`config.mk`:
```
export PLATFORM = sky130hd
export DESIGN_NAME = vjtag_dr_ctrl_flat
export DESIGN_NICKNAME = d
export VERILOG_FILES = /design/src/rtl/vjtag_dr_ctrl_if.sv /design/src/rtl/vjtag_dr_ctrl.sv /design/src/flat_wrapper.sv
export SDC_FILE = /design/constraint.sdc
export NUM_CORES = 1
export LEC_CHECK = 0
export CAP_MARGIN = 20
export CORE_MARGIN = 8
export CORE_UTILIZATION = 40
export DETAILED_ROUTE_END_ITERATION = 6
export HOLD_SLACK_MARGIN = 0.15
export PLACE_DENSITY_LB_ADDON = 0.3
export SYNTH_ARGS = -nofsm -noshare
export SYNTH_HDL_FRONTEND = slang
export SYNTH_SLANG_ARGS = --single-unit
```
`constraint.sdc`:
```
create_clock -name tck -period 6.2 [get_ports tck]
set_input_delay 0.62 -clock tck [delete_from_list [all_inputs] [get_ports tck]]
set_output_delay 0.62 -clock tck [all_outputs]
set_load 0.05 [all_outputs]
```
`src/rtl/vjtag_dr_ctrl_if.sv`:
```
// User-side handshake bundle of vjtag_dr_ctrl: write words out to user logic,
// read words in from user logic. The controller takes the master modport.
interface vjtag_dr_ctrl_if #(
    parameter int DW = 32
);
    logic [DW-1:0] wr_data;
    logic          wr_valid;
    logic          wr_ready;
    logic [DW-1:0] rd_data;
    logic          rd_valid;
    logic          rd_ready;

    modport master (
        output wr_data, wr_valid, rd_ready,
        input  wr_ready, rd_data, rd_valid
    );

    modport slave (
        input  wr_data, wr_valid, rd_ready,
        output wr_ready, rd_data, rd_valid
    );
endinterface

```
`src/rtl/vjtag_dr_ctrl.sv`:
```
// Virtual-JTAG DR controller: turns host DR scans into user write words,
// buffers one user read word for the host, and reports sticky error status.
module vjtag_dr_ctrl #(
    parameter int DW = 32
) (
    input  logic tck,
    input  logic rst,
    input  logic tdi,
    output logic tdo,
    input  logic ir_in,
    output logic ir_out,
    input  logic virtual_state_cdr,
    input  logic virtual_state_sdr,
    input  logic virtual_state_udr,
    input  logic virtual_state_cir,
    input  logic virtual_state_uir,
    vjtag_dr_ctrl_if.master bus
);
    localparam int CW = $clog2(DW + 2);
    localparam logic [CW-1:0] CNT_DW  = CW'(DW);
    localparam logic [CW-1:0] CNT_MAX = CW'(DW + 1);

    typedef enum logic [1:0] {
        IDLE  = 2'd0,
        SH_RD = 2'd1,
        SH_WR = 2'd2
    } state_e;

    state_e        state_q, state_d;
    logic [DW-1:0] sr_q, sr_d;
    logic [CW-1:0] cnt_q, cnt_d;
    logic [DW-1:0] rd_hold_q, rd_hold_d;
    logic          rd_full_q, rd_full_d;
    logic [DW-1:0] wr_data_q, wr_data_d;
    logic          wr_valid_q, wr_valid_d;
    logic          ovf_q, ovf_d;
    logic          short_q, short_d;
    logic          ir_out_q, tdo_q;

    logic abort_s, cap_rd_s, cap_wr_s, shift_s, end_rd_s, end_wr_s;
    logic wr_fire_s, wr_keep_s, cnt_full_s, wr_load_s;
    logic rd_ready_s, rd_fire_s, rd_take_s;

    function automatic logic [DW-1:0] status_word(input logic v, input logic o,
                                                  input logic s, input logic f);
        logic [DW-1:0] w;
        w      = '0;
        w[3:0] = {f, s, o, v};
        return w;
    endfunction

    assign abort_s    = virtual_state_cir | virtual_state_uir;
    assign rd_ready_s = ~rd_full_q & ~rst;

    // Scan sequencing: decide the next state and which scan event fires this cycle.
    always_comb begin
        state_d  = state_q;
        cap_rd_s = 1'b0;
        cap_wr_s = 1'b0;
        shift_s  = 1'b0;
        end_rd_s = 1'b0;
        end_wr_s = 1'b0;
        case (state_q)
            IDLE: begin
                if (abort_s) begin
                    state_d = IDLE;
                end else if (virtual_state_cdr) begin
                    if (ir_in) begin
                        state_d  = SH_WR;
                        cap_wr_s = 1'b1;
                    end else begin
                        state_d  = SH_RD;
                        cap_rd_s = 1'b1;
                    end
                end else begin
                    state_d = IDLE;
                end
            end
            SH_RD, SH_WR: begin
                if (abort_s) begin
                    state_d = IDLE;
                end else if (virtual_state_udr) begin
                    state_d  = IDLE;
                    end_rd_s = (state_q == SH_RD);
                    end_wr_s = (state_q == SH_WR);
                end else if (virtual_state_sdr) begin
                    shift_s = 1'b1;
                end else begin
                    state_d = state_q;
                end
            end
            default: begin
                state_d = IDLE;
            end
        endcase
    end

    // Datapath next-state; the user write handshake is resolved before a UDR load.
    always_comb begin
        wr_fire_s  = wr_valid_q & bus.wr_ready;
        wr_keep_s  = wr_valid_q & ~wr_fire_s;
        cnt_full_s = (cnt_q == CNT_DW);
        wr_load_s  = end_wr_s & cnt_full_s & ~wr_keep_s;
        rd_fire_s  = bus.rd_valid & rd_ready_s;
        rd_take_s  = end_rd_s & (cnt_q >= CNT_DW) & rd_full_q;

        sr_d = cap_rd_s ? (rd_full_q ? rd_hold_q : '0) :
               cap_wr_s ? status_word(wr_valid_q, ovf_q, short_q, rd_full_q) :
               shift_s  ? {tdi, sr_q[DW-1:1]} : sr_q;
        cnt_d = (cap_rd_s | cap_wr_s)          ? '0 :
                (shift_s && cnt_q != CNT_MAX)  ? cnt_q + CW'(1) : cnt_q;

        wr_data_d  = wr_load_s ? sr_q : wr_data_q;
        wr_valid_d = wr_load_s | wr_keep_s;
        ovf_d      = cap_wr_s ? 1'b0 : (end_wr_s & cnt_full_s & wr_keep_s) ? 1'b1 : ovf_q;
        short_d    = cap_wr_s ? 1'b0 : (end_wr_s & ~cnt_full_s) ? 1'b1 : short_q;
        rd_full_d  = rd_take_s ? 1'b0 : rd_fire_s ? 1'b1 : rd_full_q;
        rd_hold_d  = rd_fire_s ? bus.rd_data : rd_hold_q;
    end

    // State and output registers; tdo follows the next shift-register LSB so it is valid from the capture edge.
    always_ff @(posedge tck or posedge rst) begin
        if (rst) begin
            state_q    <= IDLE;
            sr_q       <= '0;
            cnt_q      <= '0;
            rd_hold_q  <= '0;
            rd_full_q  <= 1'b0;
            wr_data_q  <= '0;
            wr_valid_q <= 1'b0;
            ovf_q      <= 1'b0;
            short_q    <= 1'b0;
            ir_out_q   <= 1'b0;
            tdo_q      <= 1'b0;
        end else begin
            state_q    <= state_d;
            sr_q       <= sr_d;
            cnt_q      <= cnt_d;
            rd_hold_q  <= rd_hold_d;
            rd_full_q  <= rd_full_d;
            wr_data_q  <= wr_data_d;
            wr_valid_q <= wr_valid_d;
            ovf_q      <= ovf_d;
            short_q    <= short_d;
            ir_out_q   <= rd_full_q;
            tdo_q      <= (state_d != IDLE) ? sr_d[0] : 1'b0;
        end
    end

    assign tdo          = tdo_q;
    assign ir_out       = ir_out_q;
    assign bus.wr_data  = wr_data_q;
    assign bus.wr_valid = wr_valid_q;
    assign bus.rd_ready = rd_ready_s;
endmodule

```
`src/flat_wrapper.sv`:
```
// flat-port wrapper written by rule: the top's interface ports become plain ports
module vjtag_dr_ctrl_flat 
#(
    parameter int DW = 32
)
  (tck, rst, tdi, tdo, ir_in, ir_out, virtual_state_cdr, virtual_state_sdr, virtual_state_udr, virtual_state_cir, virtual_state_uir, bus_wr_data, bus_wr_valid, bus_rd_ready, bus_wr_ready, bus_rd_data, bus_rd_valid);
  vjtag_dr_ctrl_if #(.DW(DW)) bus_i ();
  input  logic tck;
  input  logic rst;
  input  logic tdi;
  output logic tdo;
  input  logic ir_in;
  output logic ir_out;
  input  logic virtual_state_cdr;
  input  logic virtual_state_sdr;
  input  logic virtual_state_udr;
  input  logic virtual_state_cir;
  input  logic virtual_state_uir;
  output wire logic [$bits(bus_i.wr_data)-1:0] bus_wr_data;
  output wire logic [$bits(bus_i.wr_valid)-1:0] bus_wr_valid;
  output wire logic [$bits(bus_i.rd_ready)-1:0] bus_rd_ready;
  input wire logic [$bits(bus_i.wr_ready)-1:0] bus_wr_ready;
  input wire logic [$bits(bus_i.rd_data)-1:0] bus_rd_data;
  input wire logic [$bits(bus_i.rd_valid)-1:0] bus_rd_valid;
  assign bus_wr_data = bus_i.wr_data;
  assign bus_wr_valid = bus_i.wr_valid;
  assign bus_rd_ready = bus_i.rd_ready;
  assign bus_i.wr_ready = bus_wr_ready;
  assign bus_i.rd_data = bus_rd_data;
  assign bus_i.rd_valid = bus_rd_valid;
  vjtag_dr_ctrl #(.DW(DW)) u_core (.tck(tck), .rst(rst), .tdi(tdi), .tdo(tdo), .ir_in(ir_in), .ir_out(ir_out), .virtual_state_cdr(virtual_state_cdr), .virtual_state_sdr(virtual_state_sdr), .virtual_state_udr(virtual_state_udr), .virtual_state_cir(virtual_state_cir), .virtual_state_uir(virtual_state_uir), .bus(bus_i));
endmodule
```
==> results of run 1 <==
## cells in the final DEF, fill, tap and decap left out, types with 2 or more instances in the layout
cell type        instances
dfrtp_1                110
clkdlybuf4s50_1         78
nor2_1                  36
a21oi_1                 35
mux2_2                  34
o21ai_0                 32
nand2_1                 31
mux2_4                  30
clkbuf_16                9
inv_1                    7
ha_1                     7
mux2i_1                  4
buf_4                    4
nand4_1                  3
nor4b_4                  2
a2bb2oi_1                2
and2_1                   2
or3_1                    2
xor2_1                   2
and3_1                   2
a221oi_1                 2
a22oi_1                  2
clkinv_4                 2
clkinv_2                 2
inv_6                    2
## sequential cells by signal (all words and copies together) (netlist names), 2 cells and up
register            count
u_core.bus.wr_data     32
u_core.cnt_q            6
u_core.rd_hold_q       32
u_core.sr_q            32
u_core.state_q          2
## synth_stat cells (2+ instances only)
| cell | instances | area share (%) |
|---|---|---|
| a21oi_1 | 35 | 3.6 |
| a221oi_1 | 2 | 0.36 |
| a22oi_1 | 2 | 0.31 |
| a2bb2oi_1 | 2 | 0.36 |
| and2_1 | 3 | 0.39 |
| and3_1 | 2 | 0.26 |
| buf_12 | 3 | 1.2 |
| buf_2 | 7 | 0.73 |
| clkbuf_1 | 10 | 0.78 |
| dfrtp_1 | 110 | 57 |
| ha_1 | 7 | 1.8 |
| inv_1 | 8 | 0.62 |
| mux2_2 | 34 | 7.9 |
| mux2_4 | 30 | 9.4 |
| mux2i_1 | 4 | 0.83 |
| nand2_1 | 31 | 2.4 |
| nand4_1 | 3 | 0.39 |
| nand4bb_1 | 2 | 0.47 |
| nor2_1 | 36 | 2.8 |
| nor4b_4 | 2 | 0.99 |
| o21ai_0 | 32 | 3.3 |
| or3_1 | 2 | 0.26 |
| xor2_1 | 2 | 0.36 |
## worst max path at each step
stage / depth (start not counted) / to / slack (ns)
6_report: 5 / u_core.sr_q[11]$_DFFE_PP0P_ / 2.90
5_1_grt: 5 / u_core.sr_q[11]$_DFFE_PP0P_ / 2.62
4_1_cts: 5 / u_core.sr_q[11]$_DFFE_PP0P_ / 2.83
3_5_place_dp: 5 / u_core.sr_q[23]$_DFFE_PP0P_ / 2.51
3_3_place_gp: 5 / u_core.sr_q[4]$_DFFE_PP0P_ / 2.67
2_1_floorplan: 1 / u_core.bus.wr_data[0]$_DFFE_PP0P_ / 2.68
## kinds of logic (layout without fill, tap and decap cells)
| group | Yosys count | count (layout) | share of synthesized area [%] |
|---|---|---|---|
| adders and majority gates | 7 | 7 | 1.818 |
| muxes | 68 | 68 | 18.13 |
| AOI/OAI and AO/OA | 78 | 78 | 8.831 |
| buffers and inverters | 29 | 106 | 3.610 |
| DFF | 110 | 110 | 57.14 |
| xor gates and xnor gates | 3 | 3 | 0.5456 |
| and+or+nand+nor | 92 | 92 | 9.922 |
## critical path, cell delays in order
cell and delay [ns]:
clkdlybuf4s50_1 0.52, nand4bb_2 0.91, nor3_4 1.14, nand2_1 0.16
a21oi_1 0.20
## power by group
group / internal (mW) / switching [mW]
Clock: 0.279 / 0.268
Sequential: 0.766 / 0.0397
Combinational: 0.0595 / 0.0585
## routing by layer
layer  global-route usage, %  vias to the layer above  part of all wire (%)
met5                       0                        -                     0
met4                   4.459                        0                   1.3
met3                   3.840                       10                   4.3
met2                   22.16                       70                    49
met1                   17.55                     1609                    46
li1                        -                     1487                     -
## cell type report
class	count	area, um2	share of cell area, %
clock buffers	9	225.2	3.777
clock inverters	7	56.30	0.9442
repair buffers	82	810.8	13.60
flip-flops and latches	110	2753	46.16
inverters	8	32.53	0.5455
multi-input cells	248	1902	31.89
well taps	147	183.9	3.084
## per-stage QoR
stage               cells  setup WS (ns)  hold WS [ns]  util, %
global route          611          2.624        0.5018    50.27
floorplan             387          2.678        0.4013        -
detailed placement    595          2.512        0.4581    47.90
global placement      595          2.673        0.4644    47.90
finish                611          2.895        0.4807    50.27
CTS                   611          2.832        0.4905    50.27
==> reports/results.ini, run 1 <==
[timing]
post-route-min-period_ns = 3.305
relSlewSlack_pct = 27.48
fmax_mhz = 302.6
setup_tns_ns = 0
slew_violations = 0
clock_skew_ns = 0.01068
rsz0062_at_grt = no
worst_slew_pin_slew_ns = 1.084
hold_viol_final = 0
post-route-period-util_pct = 53.30
setup_violations = 0

[hold_path]
min_path_cells = 0
min_to = u_core.ir_out$_DFF_PP0_
min_path_type = flip-flop to flip-flop
hold_path.startpoint = u_core.rd_full_q$_DFFE_PP0P_

[setup_path]
critical_path_required_ns = 6.46
path_max_fanout = 36
cp-startpoint = virtual_state_cir
cp-start-kind = input port
reg2regPathDepth = 6
rrSetupSlack_ns = 3.13
critical_path_arrival_ns = 3.57
timing.rr.end = u_core.sr_q[11]$_DFFE_PP0P_
crit_type = input port to flip-flop
r2r-start = u_core.state_q[0]$_DFF_PP0_
worst_setup_path_end_kind = flip-flop

[cts]
cts_tree = built
clk_pin_slew_ns = 0.07
htreeDepth = 3
cts_resized = 0
cts_made_buffers = 9
cts_setup_buffers = 0
clock_latency_ns = 0.35
clockBufferDepth = 2
cts-root-buf = clkbuf_16
holdBufCountCts = 0
clock-sinks = 110

[floorplan]
die_height_um = 125.7
fp-row-count = 40
initial_utilization_pct = 40.61
dieArea_um2 = 15810
fp.coreArea_um2 = 11860
io_pins = 79
die_w_um = 125.7

[finish]
fillers = 1036
fin_area_um2 = 5963
antenna_cells = 0
drive_gt1_share_pct = 20.47
synthToLayoutAreaGrowth_pct = 23.79
final_nets = 509

[drt]
drt-initial-drc-count = 265
vias = 3176
drt-total-wl_um = 10560
viasPerCell = 5.198
route.detailed.drc = 0
wire_per_inst_um = 17.27
drt_first_pass_iters = 4
antenna_left = 0

[logic_synthesis]
synth_nets = 437
netlist_area_um2 = 4817
syn_inst = 387
synth-seq-cells = 110
synth_cell_type_count = 41
synth_seq_area_share_pct = 57.14
synth_ff_type = dfrtp_1
synth_edf_count = 0
yosysWarningCount = 0
avgSynthCellArea_um2 = 12.45
synthArstFlopShare_pct = 100.0

[grt]
overflow = 0
grt_pass1_vias = 3333
antenna_found_initial = 0
grt_max_degree = 68
grt_pass1_wl_um = 17640
grt_use_total_pct = 13.75

[place]
post-dp-hpwl_um = 7109
routabilityCongestion = 0.7610
port_buffers = 78
dpl_cell_area_um2 = 5682

[pwr]
vdd_ir_drop_max_uv = 119.0
p_leak_nw = 2.684
power_density_nw_per_um2 = 246.6
total_power_mw = 1.470

[job]
drv_cap = 0

[run_status]
outcome = complete, no violations

No activity file was read; power rests on OpenSTA's default activity.
==> run 2, diff against run 1 <==
- clock period: 6.2 -> 3.5 ns (I/O delays scaled with it)
==> run 2 against run 1 <==
Combinational power is 80% higher; sequential share of layout area is 0.45 points lower; count of clock-buffer cells in the layout is 2 higher; die area stayed put; critical path depth is 2 higher; first-iteration DRC count is 24% lower; largest power group unchanged.
==> reports/results.ini, run 2 (synthesis results as in run 1) <==
[finish]
layout_common_cells = dfrtp_1, clkdlybuf4s50_1, nor2_1, a21oi_1, mux2_2
drive_gt1_share_pct = 20.39
instances_no_fill = 613
final_nets = 512
final_common_cell = dfrtp_1
fin_area_um2 = 6022
antenna_cells = 0
synthToLayoutAreaGrowth_pct = 25.01

[grt]
overflow = 0
antenna_found_initial = 0
grt_pass1_wl_um = 17970
grt_max_degree = 74
grt_use_total_pct = 14.23
grt_pass1_vias = 3372

[timing]
rsz0062_at_grt = no
slew_violations = 0
hold_viol_final = 0
relSlewSlack_pct = 41.62
worst_slew_pin_slew_ns = 0.8757
clock_skew_ns = 0.004829
setup_tns_ns = 0
fmax_mhz = 371.3
post-route-min-period_ns = 2.693
post-route-period-util_pct = 76.95
setup_violations = 0

[drt]
vias = 3185
route.detailed.drc = 0
wire_per_inst_um = 17.76
viasPerCell = 5.196
antenna_left = 0
drt-total-wl_um = 10890
drt_first_pass_iters = 4
drt-initial-drc-count = 202

[setup_path]
worst_setup_path_end_kind = flip-flop
path_depth = 7
cp-startpoint = u_core.state_q[1]$_DFF_PP0_
critical-path-top-delay-family = simple AND/OR/NAND/NOR gates
crit_chain = inv_1, ha_1, and4bb_1, nand4_2, nor2b_4, buf_4, mux2_4
timing.rr.end = u_core.bus.wr_data[15]$_DFFE_PP0P_
path_max_fanout = 14
rrSetupSlack_ns = 0.81
cp-endpoint = u_core.bus.wr_data[15]$_DFFE_PP0P_
crit_buf_inv = 2
critical_path_arrival_ns = 2.92
crit_type = flip-flop to flip-flop
cp-start-kind = flip-flop
r2r-start = u_core.state_q[1]$_DFF_PP0_
slowest_delay_ns = 0.49
reg2regPathDepth = 7
cp_slowest_cell = nor2b_4
critical_path_required_ns = 3.73

[floorplan]
initial_utilization_pct = 40.61
die_w_um = 125.7
dieArea_um2 = 15810
fp-row-count = 40
die_height_um = 125.7
io_pins = 79
fp.coreArea_um2 = 11860

[cts]
cts_made_buffers = 9
clock-sinks = 110
cts-root-buf = clkbuf_16
clk_pin_slew_ns = 0.07
cts_setup_buffers = 0
cts_resized = 0
htreeDepth = 3
holdBufCountCts = 0
clockBufferDepth = 2
clock_latency_ns = 0.34
cts_tree = built

[job]
drv_cap = 0

[place]
routabilityCongestion = 0.7853
dpl_cell_area_um2 = 5717
post-dp-hpwl_um = 7413
placed_cells = 598
port_buffers = 78

[pwr]
p_comb_share_pct = 7.9
seqPwrFrac_pct = 52.9
p_leak_nw = 2.707
power.internal_mw = 2.089
pwr-share-clk_pct = 39.3
vdd_ir_drop_max_uv = 274.4
power.switching_mw = 0.6105
switching_share_pct = 22.62
power_density_nw_per_um2 = 448.3

[hold_path]
min_path_type = input port to async pin

[run_status]
outcome = complete, no violations

==> run 2: cell types whose count changed in the layout (fill, tap and decap cells not counted) <==
| cell | delta |
|---|---|
| inv_8 | -1 |
| clkinv_4 | -2 |
| clkinvlp_4 | +1 |
| buf_12 | +1 |
| clkbuf_1 | +2 |
| clkinv_2 | -1 |
| buf_4 | +2 |
| bufinv_16 | +2 |
| inv_6 | -2 |
==> run 2: how the worst min path moves through the flow <==
stage	slack [ns]	from	end
final	0.41	rst	u_core.ir_out$_DFF_PP0_
after global routing	0.46	rst	u_core.rd_hold_q[0]$_DFFE_PP0P_
after CTS	0.43	rst	u_core.rd_hold_q[0]$_DFFE_PP0P_
after detailed placement	0.44	u_core.rd_full_q$_DFFE_PP0P_	u_core.ir_out$_DFF_PP0_
after global placement	0.44	u_core.rd_full_q$_DFFE_PP0P_	u_core.ir_out$_DFF_PP0_
after floorplan	0.40	u_core.rd_full_q$_DFFE_PP0P_	u_core.ir_out$_DFF_PP0_
==> run 2: layout make-up <==
type                            count  area [um2]
Timing Repair Buffer               85       845.8
Sequential cell                   110        2753
Fill cell                        1058        5839
Multi-Input combinational cell    248        1902
Clock buffer                       11       232.7
Inverter                            8       32.53
Clock inverter                      4       72.57
Tap cell                          147       183.9
==> run 2: stage by stage <==
step                      setup slack [ns]  total power [mW]  hold WS (ns)  utilization, %
final                               0.8068             2.700        0.4067           50.77
after global routing                0.6433             2.818        0.4597           50.77
after CTS                           0.8398             2.733        0.4286           50.77
after detailed placement            0.7857             1.665        0.4417           48.20
after global placement              0.8426             1.651        0.4388           48.20
after floorplan                     0.2477             1.556        0.4013               -
==> run 2: metal layers <==
layer  global-route usage, %  wire length [um]
met5                       0                 0
met4                   4.317                78
met3                   4.135               592
met2                   23.11              5247
met1                   18.00              4968
==> run 2: worst reg2reg max path: cells and delay by family (launching register included) <==
family | cells | cell delay [ns]
flops | 1 | 0.42
fa+ha+maj | 1 | 0.44
buf+inv | 2 | 0.43
simple gates | 3 | 0.96
mux | 1 | 0.33
==> run 2: power by group through the flow <==
stage / Clock [mW] / Combinational (mW) / Sequential, mW
5_1_grt: 1.14 / 0.240 / 1.44
2_1_floorplan: 0 / 0.129 / 1.43
3_3_place_gp: 0 / 0.206 / 1.44
3_5_place_dp: 0 / 0.215 / 1.45
6_report: 1.06 / 0.212 / 1.43
4_1_cts: 1.09 / 0.216 / 1.43
